## config.mk

```make
export PLATFORM = sky130hd
export DESIGN_NAME = decoder_rr_arbiter
export DESIGN_NICKNAME = d
export VERILOG_FILES = /design/src/rtl/dec_arb_pkg.sv /design/src/rtl/decoder_rr_arbiter_dec2to4.sv /design/src/rtl/decoder_rr_arbiter.sv
export SDC_FILE = /design/constraint.sdc
export NUM_CORES = 1
export LEC_CHECK = 0
export BUFFER_PORTS_ARGS = -buffer_cell sky130_fd_sc_hd__buf_4
export CAP_MARGIN = 20
export CORE_MARGIN = 1.5
export CORE_UTILIZATION = 52
export DETAILED_ROUTE_END_ITERATION = 10
export GPL_TIMING_DRIVEN = 0
export PLACE_DENSITY_LB_ADDON = 0.25
export SETUP_SLACK_MARGIN = 0.02
export SYNTH_ARGS = -nofsm -noshare
export SYNTH_HDL_FRONTEND = slang
export SYNTH_SLANG_ARGS = --single-unit
```

## constraint.sdc

```tcl
create_clock -name clk -period 1.9 [get_ports clk]
set_input_delay 0.57 -clock clk [delete_from_list [all_inputs] [get_ports clk]]
set_output_delay 0.57 -clock clk [all_outputs]
set_load 0.005 [all_outputs]
```

## src/rtl/dec_arb_pkg.sv

```systemverilog
// Shared definitions for the decoder-based round-robin arbiter:
// FSM encoding, MAX_HOLD bounds and the rotating-priority search.
package dec_arb_pkg;

   typedef enum logic [1:0] {
      ST_IDLE  = 2'd0,
      ST_GRANT = 2'd1,
      ST_GAP   = 2'd2
   } state_e;

   localparam int MAX_HOLD_MIN = 1;
   localparam int MAX_HOLD_MAX = 16;
   localparam int MAX_HOLD_DEF = 8;

   // First requester found when scanning ptr, ptr+1, ptr+2, ptr+3 (mod 4).
   function automatic logic [1:0] rr_pick(input logic [3:0] req, input logic [1:0] ptr);
      logic [1:0] pick;
      logic [1:0] idx;
      logic       found;
      pick  = ptr;
      found = 1'b0;
      for (int k = 0; k < 4; k++) begin
         idx = ptr + 2'(k);
         if (!found && req[idx]) begin
            pick  = idx;
            found = 1'b1;
         end
      end
      return pick;
   endfunction

endpackage

```

## src/rtl/decoder_rr_arbiter_dec2to4.sv

```systemverilog
// 2-to-4 one-hot decoder with enable; sel_a is the select MSB.
module dec2to4 (
   input  logic       sel_a,
   input  logic       sel_b,
   input  logic       dec_en,
   output logic [3:0] gnt
);

   always_comb begin
      gnt = 4'b0000;
      if (dec_en) begin
         gnt[{sel_a, sel_b}] = 1'b1;
      end
   end

endmodule

```

## src/rtl/decoder_rr_arbiter.sv

```systemverilog
// Four-requester round-robin arbiter: IDLE/GRANT/GAP FSM with a hold limit,
// whose registered owner and enable drive a 2-to-4 decoder to form the grant.
module decoder_rr_arbiter
   import dec_arb_pkg::*;
#(
   parameter int MAX_HOLD = MAX_HOLD_DEF
) (
   input  logic       clk,
   input  logic       rst_n,
   input  logic [3:0] req,
   output logic [3:0] gnt,
   output logic       sel_a,
   output logic       sel_b,
   output logic       dec_en,
   output logic [1:0] owner,
   output logic       busy
);

   localparam int                HOLD_W    = $clog2(MAX_HOLD + 1);
   localparam logic [HOLD_W-1:0] HOLD_LAST = HOLD_W'(MAX_HOLD - 1);

   if (MAX_HOLD < MAX_HOLD_MIN || MAX_HOLD > MAX_HOLD_MAX) begin : g_bad_max_hold
      $error("decoder_rr_arbiter: MAX_HOLD must be within 1..16");
   end

   state_e            state_q, state_d;
   logic [1:0]        ptr_q, ptr_d;
   logic [1:0]        owner_q, owner_d;
   logic [HOLD_W-1:0] hold_q, hold_d;
   logic              dec_en_q, dec_en_d;
   logic              busy_q, busy_d;

   // IDLE and GAP arbitrate identically; GAP differs only in having just rotated ptr.
   always_comb begin
      state_d  = state_q;
      ptr_d    = ptr_q;
      owner_d  = owner_q;
      hold_d   = hold_q;
      dec_en_d = 1'b0;
      busy_d   = 1'b1;
      case (state_q)
         ST_IDLE, ST_GAP: begin
            if (req != 4'b0000) begin
               owner_d  = rr_pick(req, ptr_q);
               hold_d   = '0;
               state_d  = ST_GRANT;
               dec_en_d = 1'b1;
            end else begin
               state_d = ST_IDLE;
               busy_d  = 1'b0;
            end
         end
         ST_GRANT: begin
            if (!req[owner_q] || hold_q == HOLD_LAST) begin
               state_d = ST_GAP;
               ptr_d   = owner_q + 2'd1;
            end else begin
               hold_d   = hold_q + HOLD_W'(1);
               dec_en_d = 1'b1;
            end
         end
         default: begin
            state_d = ST_IDLE;
            busy_d  = 1'b0;
         end
      endcase
   end

   always_ff @(posedge clk or negedge rst_n) begin
      if (!rst_n) begin
         state_q  <= ST_IDLE;
         ptr_q    <= 2'd0;
         owner_q  <= 2'd0;
         hold_q   <= '0;
         dec_en_q <= 1'b0;
         busy_q   <= 1'b0;
      end else begin
         state_q  <= state_d;
         ptr_q    <= ptr_d;
         owner_q  <= owner_d;
         hold_q   <= hold_d;
         dec_en_q <= dec_en_d;
         busy_q   <= busy_d;
      end
   end

   assign owner  = owner_q;
   assign sel_a  = owner_q[1];
   assign sel_b  = owner_q[0];
   assign dec_en = dec_en_q;
   assign busy   = busy_q;

   dec2to4 u_dec (
      .sel_a  (sel_a),
      .sel_b  (sel_b),
      .dec_en (dec_en),
      .gnt    (gnt)
   );

endmodule
```

==> flow_summary_export.csv, run 1 <==
group,metric,value,unit
timing,slew-limit-headroom,0.761,
worst_setup_path,critical_path_class,"flop to output pin",
timing,fin_crit_sh,0.967,
clock_tree,cts-root-buf,"clkbuf_4",
pwr,peakVddDrop,0.931,mV
synthesis,synthTopCellsByArea,"dfrtp_1 (38%), ha_1 (8.0%), mux2i_1 (5.1%)",
floorplan,die_x,41.8,µm
drt,wl_per_cell,13.1,µm
global_routing,globalRouteTotalUtil,0.204,
finish,nFillCells,120,
synthesis,synthFlopType,"dfrtp_1",
global_routing,grt_first_pass_wirelength,2.62,mm
drt,viasPerCell,5.47,
floorplan,coreArea,0.00135,mm²
timing,setup-violations-final,0,
worst_setup_path,r2r_slack,0.27,ns
global_routing,grt_max_degree,13,
pwr,p_comb_frac,0.574,
clock_tree,clk_latency,0.27,ns
floorplan,die_h,41.8,µm
clock_tree,cts_tree,"done",
flow_run,max_cap_viol_count,0,
drt,postRouteAntennaNets,0,
floorplan,start_util,0.581,
synthesis,yosysMostFrequentCell,"dfrtp_1",
synthesis,synth_seq_cells,12,
worst_setup_path,cp-end-kind,"output pin",
drt,num_vias,635,
clock_tree,numCtsBuffers,3,
global_routing,grt_overflow,0,
pwr,pwr-share-seq,0.324,
drt,drt-total-wl,1.53,mm
synthesis,synth_seq_area_share,0.383,
clock_tree,htreeDepth,1,
timing,fin_skew,0.00523,ns
worst_setup_path,reg2reg_from,"hold_q[0]",
clock_tree,cts.sink_count,12,
synthesis,synthTopCellsByCount,"dfrtp_1 (12), nand2_1 (10), inv_1 (6), ha_1 (5)",
drt,firstDrtPassIters,4,
drt,drtIter0Drc,8,
timing,layout_min_cycle_time,1.84,ns
timing,worstMarginPinSlew,0.356,ns
synthesis,synth.net_count,88,
pwr,power,1.48,mW
finish,multiInputGateArea,442,µm²
synthesis,yosysUniqueCellTypes,31,
synthesis,syn-cell-area,785,µm²
synthesis,yosysWarnings,0,
place,dp_cells,107,
finish,final-seq-area,303,µm²
run_status,run_status,"finished clean",
worst_hold_path,min_path_type,"input pin to asynchronous set/reset pin",
worst_setup_path,crit_path_start_kind,"flop",
finish,layout.cells.non_filler,116,
finish,drive_gt1_frac,0.396,
pwr,p_sw,0.563,mW
finish,area_delta_synth_final,26.2,%
synthesis,synth_edf_count,0,
timing,report.final.slew_viol_count,0,
clock_tree,clk_path_buf_depth,2,
timing,fmax,0.544,GHz
worst_setup_path,r2r_end,"ptr_q[1]",
place,io_buffers,15,
pwr,power.leakage,0.509,nW
pwr,pwr-share-clk,0.102,
place,dp_hpwl,1.15,mm
worst_setup_path,cp.required,1.33,ns
drt,drc,0,
place,gp_congestion,0.722,
floorplan,dieArea,0.00175,mm²
clock_tree,cts_hold_buffers,0,
synthesis,yosys.area.top_type,"dfrtp_1",
worst_setup_path,cp.arrival,1.27,ns
synthesis,async_flop_share,1.00,
pwr,internal_power,0.915,mW
floorplan,ioPinCount,16,
worst_setup_path,r2r_cells,5,
finish,final_net_count,114,
worst_setup_path,cp_max_fo,4,
synthesis,synth_cells,77,
finish,num_antenna_cells,0,
synthesis,synth.avg_cell_area,10.2,µm²
floorplan,rows,13,
global_routing,grt_pass1_vias,561,
clock_tree,clk_pin_slew,0.07,ns
timing,rsz0062_at_grt,"true",
synthesis,synth_top_area_share,0.383,
pwr,p_per_area,1490,mW/mm²
pwr,power.share.switching,0.381,
timing,final_hold_viol_count,0,
global_routing,antenna_found_initial,0,
[cells by family after synthesis]
kind of cell | Yosys count | synth area share
DFF | 12 | 0.383
adders and majority gates | 5 | 0.0797
and+or+nand+nor | 31 | 0.254
muxes | 6 | 0.0893
buffers and inverters | 9 | 0.0542
AOI/OAI and AO/OA | 14 | 0.140
[registers in the layout, indices dropped and copies added, names as in the netlist]
register / flops
hold_q: 4
owner: 2
ptr_q: 2
state_q: 2
busy: 1
dec_en: 1
[metrics by stage]
step	utilization	TNS [ns]	cell area, µm²	hold WS, ns	worst slack, ns
finish	0.733	0	990	0.123	0.0621
global route	0.733	-0.00576	990	0.124	-0.00521
CTS	0.714	0	963	0.128	0.0473
detailed placement	0.678	0	916	0.418	0.131
global placement	0.678	0	916	0.416	0.170
floorplan	-	0	785	0.274	0.376
[power groups by stage]
stage	Sequential (mW)	Combinational, mW	Clock (mW)
after floorplan	0.478	0.483	0
after global placement	0.496	0.705	0
after detailed placement	0.505	0.727	0
after CTS	0.485	0.797	0.156
after global routing	0.498	0.951	0.171
final	0.480	0.849	0.150
[area by class of cell]
cell class | count | share of cell area
tap | 15 | 0.0190
inverter | 6 | 0.0228
clock buffer | 3 | 0.0228
timing repair buffer | 21 | 0.163
buffer | 3 | 0.0202
sequential | 12 | 0.306
multi-input combinational | 56 | 0.446
[critical path: stages (launching register included)]
cell and delay, ns:
dfrtp_2 0.44, buf_6 0.13, ha_1 0.17, and2_1 0.13
buf_4 0.13
[timing repair]
item | in CTS | in global routing
buffers inserted | 3 | 3
gates resized for setup | 2 | 2
setup endpoints to repair | 3 | 4
hold endpoints to repair | 0 | 0
[placed cells by master, fill, tap and decap left out]
master,netlist,final
nand4_1,1,1
nor3b_1,2,2
a211o_1,1,1
inv_1,6,5
buf_6,0,1
nand3b_1,1,1
clkbuf_4,0,3
dfrtp_1,12,10
nor3_2,2,2
o41ai_2,1,1
a21o_1,1,1
o21ai_0,3,3
and3_1,1,1
mux2i_1,4,4
nand2b_1,2,2
nor2_1,2,2
mux2_4,2,2
nor2b_1,2,2
dfrtp_2,0,2
o22ai_1,2,2
a21oi_1,2,2
ha_1,5,5
inv_2,0,1
o2bb2ai_2,1,1
buf_4,2,22
and2_1,4,4
a31o_2,1,1
nor3_1,1,1
o211ai_1,1,1
nand3_1,1,1
buf_2,1,1
nand2_1,10,10
nor4b_4,1,1
o21ai_2,1,1
nor4b_2,1,1
[routing by layer]
metal,share of wire,up-vias,GRT usage
li1,-,317,-
met1,0.41,296,0.235
met2,0.52,17,0.350
met3,0.053,5,0.0522
met4,0.017,0,0.0968
met5,0,-,0
[worst max-delay path by stage]
stage / startpoint / to / slack, ns / cells past startpoint
after global placement: owner[0] / gnt[2] / 0.17 / 4
after global routing: owner[0] / gnt[1] / -0.005 / 4
after floorplan: owner[0] / gnt[2] / 0.38 / 3
after detailed placement: owner[0] / gnt[2] / 0.13 / 4
final: owner[0] / gnt[3] / 0.06 / 4
after CTS: owner[0] / gnt[1] / 0.05 / 4
Power figures use the tool's default switching activity.
==> run 2, diff against run 1 <==
--- a/config.mk
+++ b/config.mk
@@ -7,7 +7,6 @@
 export LEC_CHECK = 0
 export BUFFER_PORTS_ARGS = -buffer_cell sky130_fd_sc_hd__buf_4
 export CAP_MARGIN = 20
-export CORE_MARGIN = 1.5
 export CORE_UTILIZATION = 52
 export DETAILED_ROUTE_END_ITERATION = 10
 export GPL_TIMING_DRIVEN = 0
==> flow_summary_export.csv, run 2 (synthesis gave the netlist of run 1 again) <==
group,metric,value,unit
run_status,run_status,"finished clean",
drt,viasPerCell,5.51,
finish,layout_commonest_cell,"buf_4",
worst_setup_path,crit_path_start_kind,"flop",
floorplan,rows,13,
timing,fmax,0.545,GHz
clock_tree,cts-root-buf,"clkbuf_4",
drt,wl_per_cell,12.7,µm
clock_tree,numCtsBuffers,3,
finish,final_net_count,112,
drt,drt-total-wl,1.45,mm
timing,slew-limit-headroom,0.755,
global_routing,antenna_found_initial,0,
drt,drc,0,
global_routing,grt_max_degree,13,
global_routing,grt_first_pass_wirelength,2.21,mm
finish,largest_reg_flops,4,
floorplan,die_x,40.8,µm
timing,report.final.slew_viol_count,0,
finish,regMostFlops,"hold_q",
timing,rsz0062_at_grt,"true",
clock_tree,cts_tree,"done",
drt,drtIter0Drc,7,
finish,drive_gt1_frac,0.384,
finish,num_antenna_cells,0,
floorplan,die_h,40.8,µm
timing,fin_crit_sh,0.966,
drt,postRouteAntennaNets,0,
worst_setup_path,cp.required,1.33,ns
drt,num_vias,628,
timing,setup-violations-final,0,
clock_tree,clk_path_buf_depth,2,
pwr,power.leakage,0.498,nW
finish,nFillCells,104,
pwr,peakVddDrop,0.748,mV
timing,layout_min_cycle_time,1.83,ns
flow_run,max_cap_viol_count,0,
clock_tree,cts.sink_count,12,
clock_tree,cts_hold_buffers,0,
worst_setup_path,cp.arrival,1.26,ns
timing,worstMarginPinSlew,0.366,ns
clock_tree,htreeDepth,1,
drt,firstDrtPassIters,4,
pwr,power,1.44,mW
place,io_buffers,15,
global_routing,globalRouteTotalUtil,0.211,
floorplan,coreArea,0.00135,mm²
global_routing,grt_overflow,0,
finish,layout.cells.non_filler,114,
timing,finalSetupTns,0,ns
floorplan,start_util,0.581,
place,dp_hpwl,1.09,mm
place,dp_slack,0.160,ns
pwr,p_per_area,1480,mW/mm²
floorplan,dieArea,0.00167,mm²
timing,layout_setup_ws,0.0651,ns
place,gp_congestion,0.772,
clock_tree,clk_latency,0.26,ns
clock_tree,clk_pin_slew,0.07,ns
global_routing,grt_pass1_vias,495,
finish,final_cell_mix,"buf_4 (21), nand2_1 (10), dfrtp_1 (10)",
worst_hold_path,min_path_type,"input pin to asynchronous set/reset pin",
finish,area_delta_synth_final,23.8,%
timing,fin_skew,0.00593,ns
place,dp_cells,107,
floorplan,ioPinCount,16,
worst_setup_path,cp-end-kind,"output pin",
timing,final_hold_viol_count,0,
worst_setup_path,cp_max_fo,6,
worst_setup_path,critical_path_class,"flop to output pin",
## run 2: repair_timing
item / CTS / global route
endpoints found under the setup margin: 3 / 4
buffers inserted: 3 / 1
resized for setup: 2 / 1
gates cloned: 0 / 0
## run 2: stage by stage
| step | util | hold slack (ns) | instance area, µm² |
|---|---|---|---|
| 5_1_grt | 0.719 | 0.124 | 971 |
| 6_report | 0.719 | 0.134 | 971 |
| 3_5_place_dp | 0.678 | 0.418 | 916 |
| 4_1_cts | 0.714 | 0.132 | 963 |
| 3_3_place_gp | 0.678 | 0.416 | 916 |
| 2_1_floorplan | - | 0.274 | 785 |
## run 2: worst paths after layout
check	start	slack [ns]	endpoint	cells after the start
worst min register to register	hold_q[0]	0.51	hold_q[0]	1
worst max register to register	hold_q[0]	0.25	ptr_q[1]	5
worst min-delay path	rst_n	0.13	owner[1]	1
worst max-delay path	owner[0]	0.07	gnt[3]	4
min in group clk	hold_q[0]	0.51	hold_q[0]	1
max in group asynchronous	rst_n	1.60	owner[0]	1
## run 2: cell type report
cell class | instances | area, µm² | area share
Clock buffer | 3 | 22.5 | 0.0232
Inverter | 6 | 22.5 | 0.0232
Multi-Input combinational cell | 56 | 442 | 0.455
Tap cell | 15 | 18.8 | 0.0193
Buffer | 3 | 20.0 | 0.0206
Sequential cell | 12 | 303 | 0.312
Timing Repair Buffer | 19 | 143 | 0.147
## run 2: routing by layer
metal	share of wire	wire length (µm)	vias up	global-route usage
li1	-	-	314	-
met1	0.43	625	289	0.266
met2	0.50	721	23	0.348
met3	0.066	95	2	0.0489
met4	0.0055	8	0	0.0750
met5	0	0	-	0
## run 2: power by group
part,switching (mW),leakage (nW),internal [mW]
Combinational,0.350,0.338,0.444
Sequential,0.128,0.146,0.366
Clock,0.0766,0.0138,0.0730
Total,0.555,0.498,0.883
## run 2: worst max-delay path, cell delays in order (launching register included)
cell     delay, ns
dfrtp_2       0.45
buf_4         0.15
ha_1          0.15
and2_1        0.13
buf_4         0.13
